==> src/rtl/pipeline_hazard_ctrl.sv <==
// Central pipeline control: tracks in-flight destination tags from EX onward and
// derives ID stall, branch flush, EX forwarding selects and the data-memory freeze.
module pipeline_hazard_ctrl #(
  parameter int AW       = 4,
  parameter int DEPTH    = 3,
  parameter int MEM_WAIT = 4
) (
  input  logic                       clk,
  input  logic                       rst,
  input  logic                       forward_en,
  input  logic                       id_valid,
  input  logic [AW-1:0]              id_rn,
  input  logic [AW-1:0]              id_rm,
  input  logic                       id_use_rn,
  input  logic                       id_two_src,
  input  logic                       id_wb_en,
  input  logic [AW-1:0]              id_dest,
  input  logic                       id_mem_r,
  input  logic                       id_mem_acc,
  input  logic                       branch_taken,
  output logic                       hazard,
  output logic                       flush,
  output logic                       freeze_all,
  output logic [$clog2(DEPTH)-1:0]   sel_src1,
  output logic [$clog2(DEPTH)-1:0]   sel_src2,
  output logic                       dbg_state
);

  localparam int SW       = $clog2(DEPTH);
  localparam int CW       = $clog2(MEM_WAIT) + 1;
  localparam bit HAS_WAIT = (MEM_WAIT > 1);
  localparam logic [CW-1:0] CNT_INIT = HAS_WAIT ? CW'(MEM_WAIT - 2) : '0;

  typedef enum logic {IDLE = 1'b0, WAIT = 1'b1} state_t;

  // Per-stage tags. Load/access flags are only ever consulted in EX and MEM,
  // so they are kept for stages 0 and 1 only.
  logic [DEPTH-1:0] t_valid;
  logic [DEPTH-1:0] t_wb;
  logic [AW-1:0]    t_dest [DEPTH];
  logic [1:0]       t_mr;
  logic [1:0]       t_ma;
  logic [AW-1:0]    s0_src1, s0_src2;
  logic             s0_use1, s0_use2;

  state_t           state_q, state_d;
  logic [CW-1:0]    cnt_q, cnt_d;

  logic [DEPTH-1:0] id_hit;
  logic             stall_any, load_use, pend, take_id;

  // ID source vs. in-flight destination comparison.
  always_comb begin
    id_hit = '0;
    for (int k = 0; k < DEPTH; k++) begin
      id_hit[k] = t_valid[k] & t_wb[k] &
                  ((id_use_rn  & (t_dest[k] == id_rn)) |
                   (id_two_src & (t_dest[k] == id_rm)));
    end
    stall_any = |id_hit[DEPTH-2:0];
    load_use  = id_hit[0] & t_mr[0];
    hazard    = id_valid & ~branch_taken & (forward_en ? load_use : stall_any);
  end

  assign flush = branch_taken & ~freeze_all;

  // Scan from the oldest stage down so the youngest matching producer wins.
  always_comb begin
    sel_src1 = '0;
    sel_src2 = '0;
    for (int k = DEPTH - 1; k >= 1; k--) begin
      if (t_valid[k] && t_wb[k] && !((k == 1) ? t_mr[1] : 1'b0)) begin
        if (s0_use1 && (t_dest[k] == s0_src1)) sel_src1 = SW'(k);
        if (s0_use2 && (t_dest[k] == s0_src2)) sel_src2 = SW'(k);
      end
    end
    if (!(forward_en && t_valid[0])) begin
      sel_src1 = '0;
      sel_src2 = '0;
    end
  end

  assign pend      = t_valid[1] & t_ma[1];
  assign dbg_state = state_q;

  // Memory-wait FSM: the release cycle is the cnt==0 visit of WAIT.
  always_comb begin
    state_d    = state_q;
    cnt_d      = cnt_q;
    freeze_all = 1'b0;
    case (state_q)
      IDLE: begin
        if (pend && HAS_WAIT) begin
          freeze_all = 1'b1;
          state_d    = WAIT;
          cnt_d      = CNT_INIT;
        end
      end
      WAIT: begin
        if (cnt_q != '0) begin
          freeze_all = 1'b1;
          cnt_d      = cnt_q - CW'(1);
        end else begin
          state_d    = IDLE;
        end
      end
      default: state_d = IDLE;
    endcase
  end

  always_ff @(posedge clk or posedge rst) begin
    if (rst) begin
      state_q <= IDLE;
      cnt_q   <= '0;
    end else begin
      state_q <= state_d;
      cnt_q   <= cnt_d;
    end
  end

  assign take_id = id_valid & ~flush & ~hazard;

  always_ff @(posedge clk or posedge rst) begin
    if (rst) begin
      t_valid <= '0;
      t_wb    <= '0;
      t_mr    <= '0;
      t_ma    <= '0;
      for (int k = 0; k < DEPTH; k++) t_dest[k] <= '0;
      s0_src1 <= '0;
      s0_src2 <= '0;
      s0_use1 <= 1'b0;
      s0_use2 <= 1'b0;
    end else if (!freeze_all) begin
      for (int k = 1; k < DEPTH; k++) begin
        t_valid[k] <= t_valid[k-1];
        t_wb[k]    <= t_wb[k-1];
        t_dest[k]  <= t_dest[k-1];
      end
      t_mr[1] <= t_mr[0];
      t_ma[1] <= t_ma[0];
      if (take_id) begin
        t_valid[0] <= 1'b1;
        t_wb[0]    <= id_wb_en;
        t_dest[0]  <= id_dest;
        t_mr[0]    <= id_mem_r;
        t_ma[0]    <= id_mem_acc;
        s0_src1    <= id_rn;
        s0_src2    <= id_rm;
        s0_use1    <= id_use_rn;
        s0_use2    <= id_two_src;
      end else begin
        t_valid[0] <= 1'b0;
        t_wb[0]    <= 1'b0;
        t_dest[0]  <= '0;
        t_mr[0]    <= 1'b0;
        t_ma[0]    <= 1'b0;
        s0_src1    <= '0;
        s0_src2    <= '0;
        s0_use1    <= 1'b0;
        s0_use2    <= 1'b0;
      end
    end
  end

endmodule

==> config.mk <==
export PLATFORM = sky130hd
export DESIGN_NAME = pipeline_hazard_ctrl
export DESIGN_NICKNAME = d
export VERILOG_FILES = /design/src/rtl/pipeline_hazard_ctrl.sv
export SDC_FILE = /design/constraint.sdc
export NUM_CORES = 1
export LEC_CHECK = 0
export BUFFER_PORTS_ARGS = -buffer_cell sky130_fd_sc_hd__buf_2
export CAP_MARGIN = 20
export CORE_MARGIN = 4
export CORE_UTILIZATION = 55
export DETAILED_ROUTE_END_ITERATION = 6
export PLACE_DENSITY = 0.77
export SETUP_SLACK_MARGIN = 0.5
export SKIP_LAST_GASP = 1
export SYNTH_ARGS = -nofsm -noshare
export SYNTH_HDL_FRONTEND = slang
export SYNTH_SLANG_ARGS = --single-unit
==> constraint.sdc <==
create_clock -name clk -period 3.3 [get_ports clk]
set_input_delay 0.495 -clock clk [delete_from_list [all_inputs] [get_ports clk]]
set_output_delay 0.495 -clock clk [all_outputs]
set_load 0.02 [all_outputs]
==> reports/results.tsv, run 1 <==
metric	value	unit
worstSetupEndpointType	primary output	
fp.dieArea	4800	µm²
maximum_number_of_pins_on_one_net_before_global_route_repair	37	
worst_slew_margin_rel	0.505	
cts_root_buffer	sky130_fd_sc_hd__clkbuf_8	
synth-edff-count	0	
critical_path.cell_chain	inv_1 -> ha_1 -> ha_1 -> nor2b_1 -> a21oi_2 -> and2_1 -> buf_2	
cellLeakagePower	1.16	nW
first_iter_violations	66	
internal-power	0.946	mW
count_of_unique_library_cells_instantiated_by_yosys	32	
ff_to_ff_setup_slack	1.14	ns
clk_transition_reported_paths	0.07	ns
areaGrowthSynthToFinish	11.6	%
ys_seq_elements	36	
detail_route.wl_per_cell	15.3	µm
clk-insertion-delay-late	0.29	ns
die_height	69.3	µm
finalHoldViolations	0	
drt_drc_violations_left	0	
total_switching_power	0.574	mW
total_power	1.52	mW
timing_worst_setup_path_type	flop to primary output	
global_route_wire_length_before_repair	7620	µm
power_density	660	nW/µm²
setup_tns	0	ns
htree_levels	2	
post_synth.cell_area_avg	9.34	µm²
cts-hold-fix-buffers	0	
most_frequently_used_cell_type_in_the_post_synthesis_netlist	sky130_fd_sc_hd__nand2_1	
die_width	69.3	µm
critical_path.n_buffers_inverters	2	
cts_tree	yes	
timing.hold.worst.class	primary input to async pin	
fraction_of_layout_cells_with_a_size_suffix_above_1	0.218	
critical_path_peak_fanout	17	
sw_frac_of_total	0.378	
seq_area_frac_synth	0.436	
vias_per_cell	5.59	
ys_dominant_reg_cell	sky130_fd_sc_hd__dfrtp_1	
rows	21	
finalSetupViolations	0	
cts-buffers-inserted	5	
synth.top_cells.by_count	56 x sky130_fd_sc_hd__nand2_1, 36 x sky130_fd_sc_hd__dfrtp_1, 21 x sky130_fd_sc_hd__xor2_1	
ys_async_sr_fraction	1.00	
beginning_of_the_worst_register_to_register_path	cnt_q[0]	
cts.path.max_buffers	2	
timing.critical_path.mode_cell	sky130_fd_sc_hd__ha_1	
number_of_antenna_cells_inserted	0	
finClkSkew	0.00555	ns
share_comb_of_total_power	0.324	
worstRegToRegCells	8	
clock_power_share	0.218	
num-nets-final	272	
critical-path-slowest-cell	sky130_fd_sc_hd__a21oi_2	
timing.final.crit_period	2.55	ns
dr_total_vias	1643	
first_global_vias	1583	
crit-reg2reg-capture	s0_src1[1]	
post_cts_resize_count	0	
syn-num-nets	245	
clock-sinks	36	
status	finished, final reports clean	
vdd_drop_max	0.000378	V
grt_setup_unrepaired	false	
grt_antenna_before_repair	0	
cp.required	2.80	ns
start_util	0.595	
yosys_warnings	0	
placeableCoreArea	3470	µm²
gp_routability_congestion	0.874	
grt_util_all_layers	0.199	
totalWireLength	4510	µm
netlist_top_cells_area	sky130_fd_sc_hd__dfrtp_1 44%, sky130_fd_sc_hd__nand2_1 10%, sky130_fd_sc_hd__xor2_1 8.9%, sky130_fd_sc_hd__o31ai_2 5.5%, sky130_fd_sc_hd__nand3_1 4.6%	
kind_of_start_point_of_the_critical_path	flop	
port_buffers	29	
globalRoute.totalOverflow	0	
clock.fmax	392	MHz
p_seq_frac	0.458	
area_of_the_mapped_netlist	2060	µm²
cpLargestDelayFamily	compound AO/OA/AOI/OAI gates	
syn_inst	221	
post-cts-setup-buffer-count	0	
critical_path.max_stage_delay	0.57	ns
reported_max_cap_violation_count	0	
critPathArrivalTime	2.06	ns
layout_worst_path_cycle_share	0.773	
dp_hpwl	3280	µm
drv_slew	0	
timing_worst_slew_pin_value	0.743	ns
synth_area_leader_cell	sky130_fd_sc_hd__dfrtp_1	
pin_count	30	
yosys_top_cell_area_share	0.436	
route.antenna.remaining_nets	0	
drt_pass1_iterations	4	
cell families (layout without fill, tap and decap cells):
| group | Yosys count | in the layout | share of synthesized area |
|---|---|---|---|
| flops | 36 | 36 | 0.436 |
| compound gates | 31 | 31 | 0.133 |
| fa+ha+maj | 2 | 2 | 0.0121 |
| simple gates | 98 | 98 | 0.213 |
| buf+inv | 22 | 49 | 0.0655 |
| xor+xnor | 32 | 32 | 0.139 |
sequential cells by signal (all words and copies together) (netlist names):
register   count
cnt_q          3
s0_use2        1
s0_use1        1
t_valid        3
dbg_state      1
t_ma           2
t_mr           2
s0_src1        4
t_dest        12
s0_src2        4
t_wb           3
power by group through the flow:
stage	clock network [mW]	logic [mW]	registers, mW
2_1_floorplan	0	0.424	0.647
3_3_place_gp	0	0.481	0.697
3_5_place_dp	0	0.498	0.702
4_1_cts	0.337	0.499	0.694
5_1_grt	0.351	0.556	0.712
6_report	0.331	0.493	0.696
stage by stage:
stage | worst slack (ns) | hold slack [ns] | utilization | area (µm²) | cells
after floorplan | 1.23 | 0.446 | - | 2060 | 221
after global placement | 1.13 | 0.462 | 0.636 | 2210 | 287
after detailed placement | 1.05 | 0.465 | 0.636 | 2210 | 287
after CTS | 0.736 | 0.312 | 0.664 | 2300 | 294
after global routing | 0.620 | 0.354 | 0.664 | 2300 | 294
final | 0.750 | 0.296 | 0.664 | 2300 | 294
layout by cell type, fill, tap and decap left out, drive strengths merged:
cell | synthesis | routed
nand2 | 56 | 56
dfrtp | 36 | 36
buf | 9 | 35
xor2 | 22 | 22
nand3 | 19 | 19
o31ai | 18 | 18
xnor2 | 10 | 10
inv | 7 | 7
clkbuf | 6 | 7
nor4 | 6 | 6
nor2 | 6 | 6
nor2b | 3 | 3
nand4 | 3 | 3
o21ai | 3 | 3
o2111ai | 2 | 2
and4 | 2 | 2
ha | 2 | 2
a21oi | 2 | 2
o22ai | 2 | 2
nor3b | 1 | 1
a32o | 1 | 1
nand2b | 1 | 1
a22oi | 1 | 1
a22o | 1 | 1
and2 | 1 | 1
o21a | 1 | 1
worst reg2reg max path: cells and delay by family (launching register included):
| kind | cells | cell delay [ns] |
|---|---|---|
| AO/OA/AOI/OAI | 2 | 0.77 |
| flip-flops | 1 | 0.36 |
| adder cells (fa/ha/maj) | 2 | 0.30 |
| AND/OR/NAND/NOR | 2 | 0.22 |
| buffers and inverters | 2 | 0.43 |
area by class of cell:
cell class / count / area, µm²
Fill cell: 313 / 1160
Multi-Input combinational cell: 163 / 1030
Sequential cell: 36 / 901
Timing Repair Buffer: 35 / 190
Clock buffer: 7 / 96.3
Tap cell: 46 / 57.6
Inverter: 7 / 26.3
worst max-delay path by stage:
stage	start	endpoint	slack, ns	cells after the start
final	cnt_q[0]	flush	0.75	7
after detailed placement	cnt_q[0]	flush	1.05	7
after global routing	cnt_q[0]	flush	0.62	7
after global placement	cnt_q[0]	flush	1.13	7
after floorplan	id_rm[1]	hazard	1.23	5
after CTS	cnt_q[0]	flush	0.74	7
metal layers:
layer / global-route usage / part of all wire / vias up
met3: 0.0580 / 0.054 / 8
li1: - / - / 803
met1: 0.264 / 0.43 / 794
met5: 0 / 0 / -
met4: 0.0629 / 0.015 / 0
met2: 0.314 / 0.51 / 38
No activity file was read; power rests on OpenSTA's default activity.
==> run 2: changes to the inputs <==
==> constraint.sdc (replaced) <==
create_clock -name clk -period 2.5 [get_ports clk]
set_input_delay 0.375 -clock clk [delete_from_list [all_inputs] [get_ports clk]]
set_output_delay 0.375 -clock clk [all_outputs]
set_load 0.02 [all_outputs]
==> run 2 against run 1 <==
  * Routed wire length rose by 17%
  * Sequential cell count did not move
  * Power rose by 57%
  * Die area did not move
  * Setup slack got worse by 0.34 ns
  * Register-to-register slack got worse by 0.47 ns
  * Final area rose by 10%
  * Clock skew rose by 0.0039 ns
  * Largest cell class unchanged
  * Highest routed layer unchanged
==> reports/results.tsv, run 2 (synthesis results as in run 1) <==
metric	value	unit
sw_frac_of_total	0.372	
finalHoldViolations	0	
drt_pass1_iterations	4	
num-nets-final	284	
port_buffers	29	
cts_tree	yes	
status	finished, final reports clean	
timing_worst_slew_pin_value	0.706	ns
start_util	0.595	
layout_worst_path_cycle_share	0.837	
fin_area	2540	µm²
final_common_cell	sky130_fd_sc_hd__nand2_1	
grt_util_all_layers	0.213	
rows	21	
critical-path-slowest-cell	sky130_fd_sc_hd__dfrtp_2	
worst_slew_margin_rel	0.528	
placement.cell_area	2210	µm²
finClkSkew	0.00950	ns
worstSetupEndpointType	primary output	
htree_levels	2	
vdd_drop_max	0.000573	V
first_global_vias	1692	
cts.path.max_buffers	2	
maximum_number_of_pins_on_one_net_before_global_route_repair	37	
flip_flop_count_of_the_largest_register_all_copies_and_words_added	12	
drv_slew	0	
clock.fmax	478	MHz
kind_of_start_point_of_the_critical_path	flop	
timing.hold.worst.class	primary input to async pin	
grt_antenna_before_repair	0	
commonest_cells_after_routing_fill_and_taps_aside	56 x sky130_fd_sc_hd__nand2_1, 32 x sky130_fd_sc_hd__dfrtp_1, 22 x sky130_fd_sc_hd__buf_2	
critical_path.cell_chain	xor2_1 -> nor4_1 -> a32o_2 -> o21a_1 -> buf_6	
clk-insertion-delay-late	0.29	ns
clock-sinks	36	
die_height	69.3	µm
timing_worst_setup_path_type	flop to primary output	
total_power	2.38	mW
share_comb_of_total_power	0.397	
clk_transition_reported_paths	0.08	ns
total_switching_power	0.885	mW
power_density	936	nW/µm²
clock_power_share	0.212	
largest_register	t_dest	
reported_max_cap_violation_count	0	
globalRoute.totalOverflow	0	
fraction_of_layout_cells_with_a_size_suffix_above_1	0.299	
finalSetupViolations	0	
first_iter_violations	113	
internal-power	1.50	mW
cts-buffers-inserted	5	
critical_path.max_stage_delay	0.47	ns
cellLeakagePower	1.26	nW
areaGrowthSynthToFinish	23.2	%
drt_drc_violations_left	0	
dr_total_vias	1770	
grt_setup_unrepaired	true	
route.antenna.remaining_nets	0	
vias_per_cell	5.77	
die_width	69.3	µm
detail_route.wl_per_cell	17.1	µm
global_route_wire_length_before_repair	8220	µm
cp.required	2.12	ns
setup_tns	0	ns
number_of_antenna_cells_inserted	0	
critical_path_peak_fanout	6	
p_seq_frac	0.391	
placeableCoreArea	3470	µm²
totalWireLength	5260	µm
cts_root_buffer	sky130_fd_sc_hd__clkbuf_8	
gp_routability_congestion	0.850	
critical_path.n_buffers_inverters	1	
largestRegisters	t_dest (12), s0_src1 (4), s0_src2 (4)	
cpLargestDelayFamily	flip-flops	
timing.final.crit_period	2.09	ns
pin_count	30	
fp.dieArea	4800	µm²
dp_hpwl	3290	µm
cts-hold-fix-buffers	0	
critPathArrivalTime	1.72	ns
-- run 2: cell count changes in the layout (fill, tap and decap cells not counted), sizes merged --
cell,previous run,this run
clkbuf,7,6
bufbuf,0,1
inv,7,6
clkinv,0,2
bufinv,0,1
buf,35,46
-- run 2: final timing paths --
kind	start	endpoint	slack (ns)	cells after the start
max in group asynchronous	rst	t_dest[4]	1.97	3
min in group clk	id_mem_acc	t_ma[0]	0.32	3
max	t_dest[7]	hazard	0.41	5
max reg2reg	cnt_q[1]	t_ma[0]	0.67	10
min	rst	s0_src2[3]	0.17	3
min reg2reg	t_wb[2]	t_wb[2]	0.49	2
-- run 2: tightest hold or removal path, delay by kind of cell --
family,cells,cell delay [ns]
buf+inv,3,0.52
-- run 2: layout make-up --
cell class              count  area, µm²
clock inverters             2       35.0
well taps                  46       57.6
flip-flops and latches     36        906
multi-input cells         163       1080
inverters                   7       38.8
clock buffers               6       72.6
fillers                   255        925
repair buffers             47        354
-- run 2: power by group through the flow --
| stage | Clock [mW] | Sequential, mW | Combinational, mW |
|---|---|---|---|
| global placement | 0 | 0.919 | 0.635 |
| global route | 0.528 | 0.950 | 1.03 |
| CTS | 0.507 | 0.920 | 0.775 |
| floorplan | 0 | 0.855 | 0.559 |
| finish | 0.505 | 0.930 | 0.946 |
| detailed placement | 0 | 0.925 | 0.657 |
-- run 2: per-stage QoR --
stage | utilization | std cells | hold slack, ns | worst slack [ns]
after global routing | 0.733 | 307 | 0.235 | 0.343
after detailed placement | 0.639 | 288 | 0.469 | 0.500
final | 0.733 | 307 | 0.174 | 0.407
after global placement | 0.639 | 288 | 0.460 | 0.528
after CTS | 0.697 | 299 | 0.186 | 0.407
after floorplan | - | 221 | 0.446 | 0.562
-- run 2: repair_timing --
| action | in CTS | in global routing |
|---|---|---|
| setup endpoints to repair | 7 | 7 |
| pin swaps | 11 | 8 |
| buffers inserted | 2 | 8 |
| gates cloned | 1 | 0 |
| resized for setup | 18 | 17 |
-- run 2: metal layers --
layer  GRT usage  part of all wire  vias to the layer above
li1            -                 -                      829
met1       0.285              0.43                      864
met2       0.341              0.50                       64
met3      0.0391             0.049                       13
met4      0.0824             0.027                        0
met5           0                 0                        -
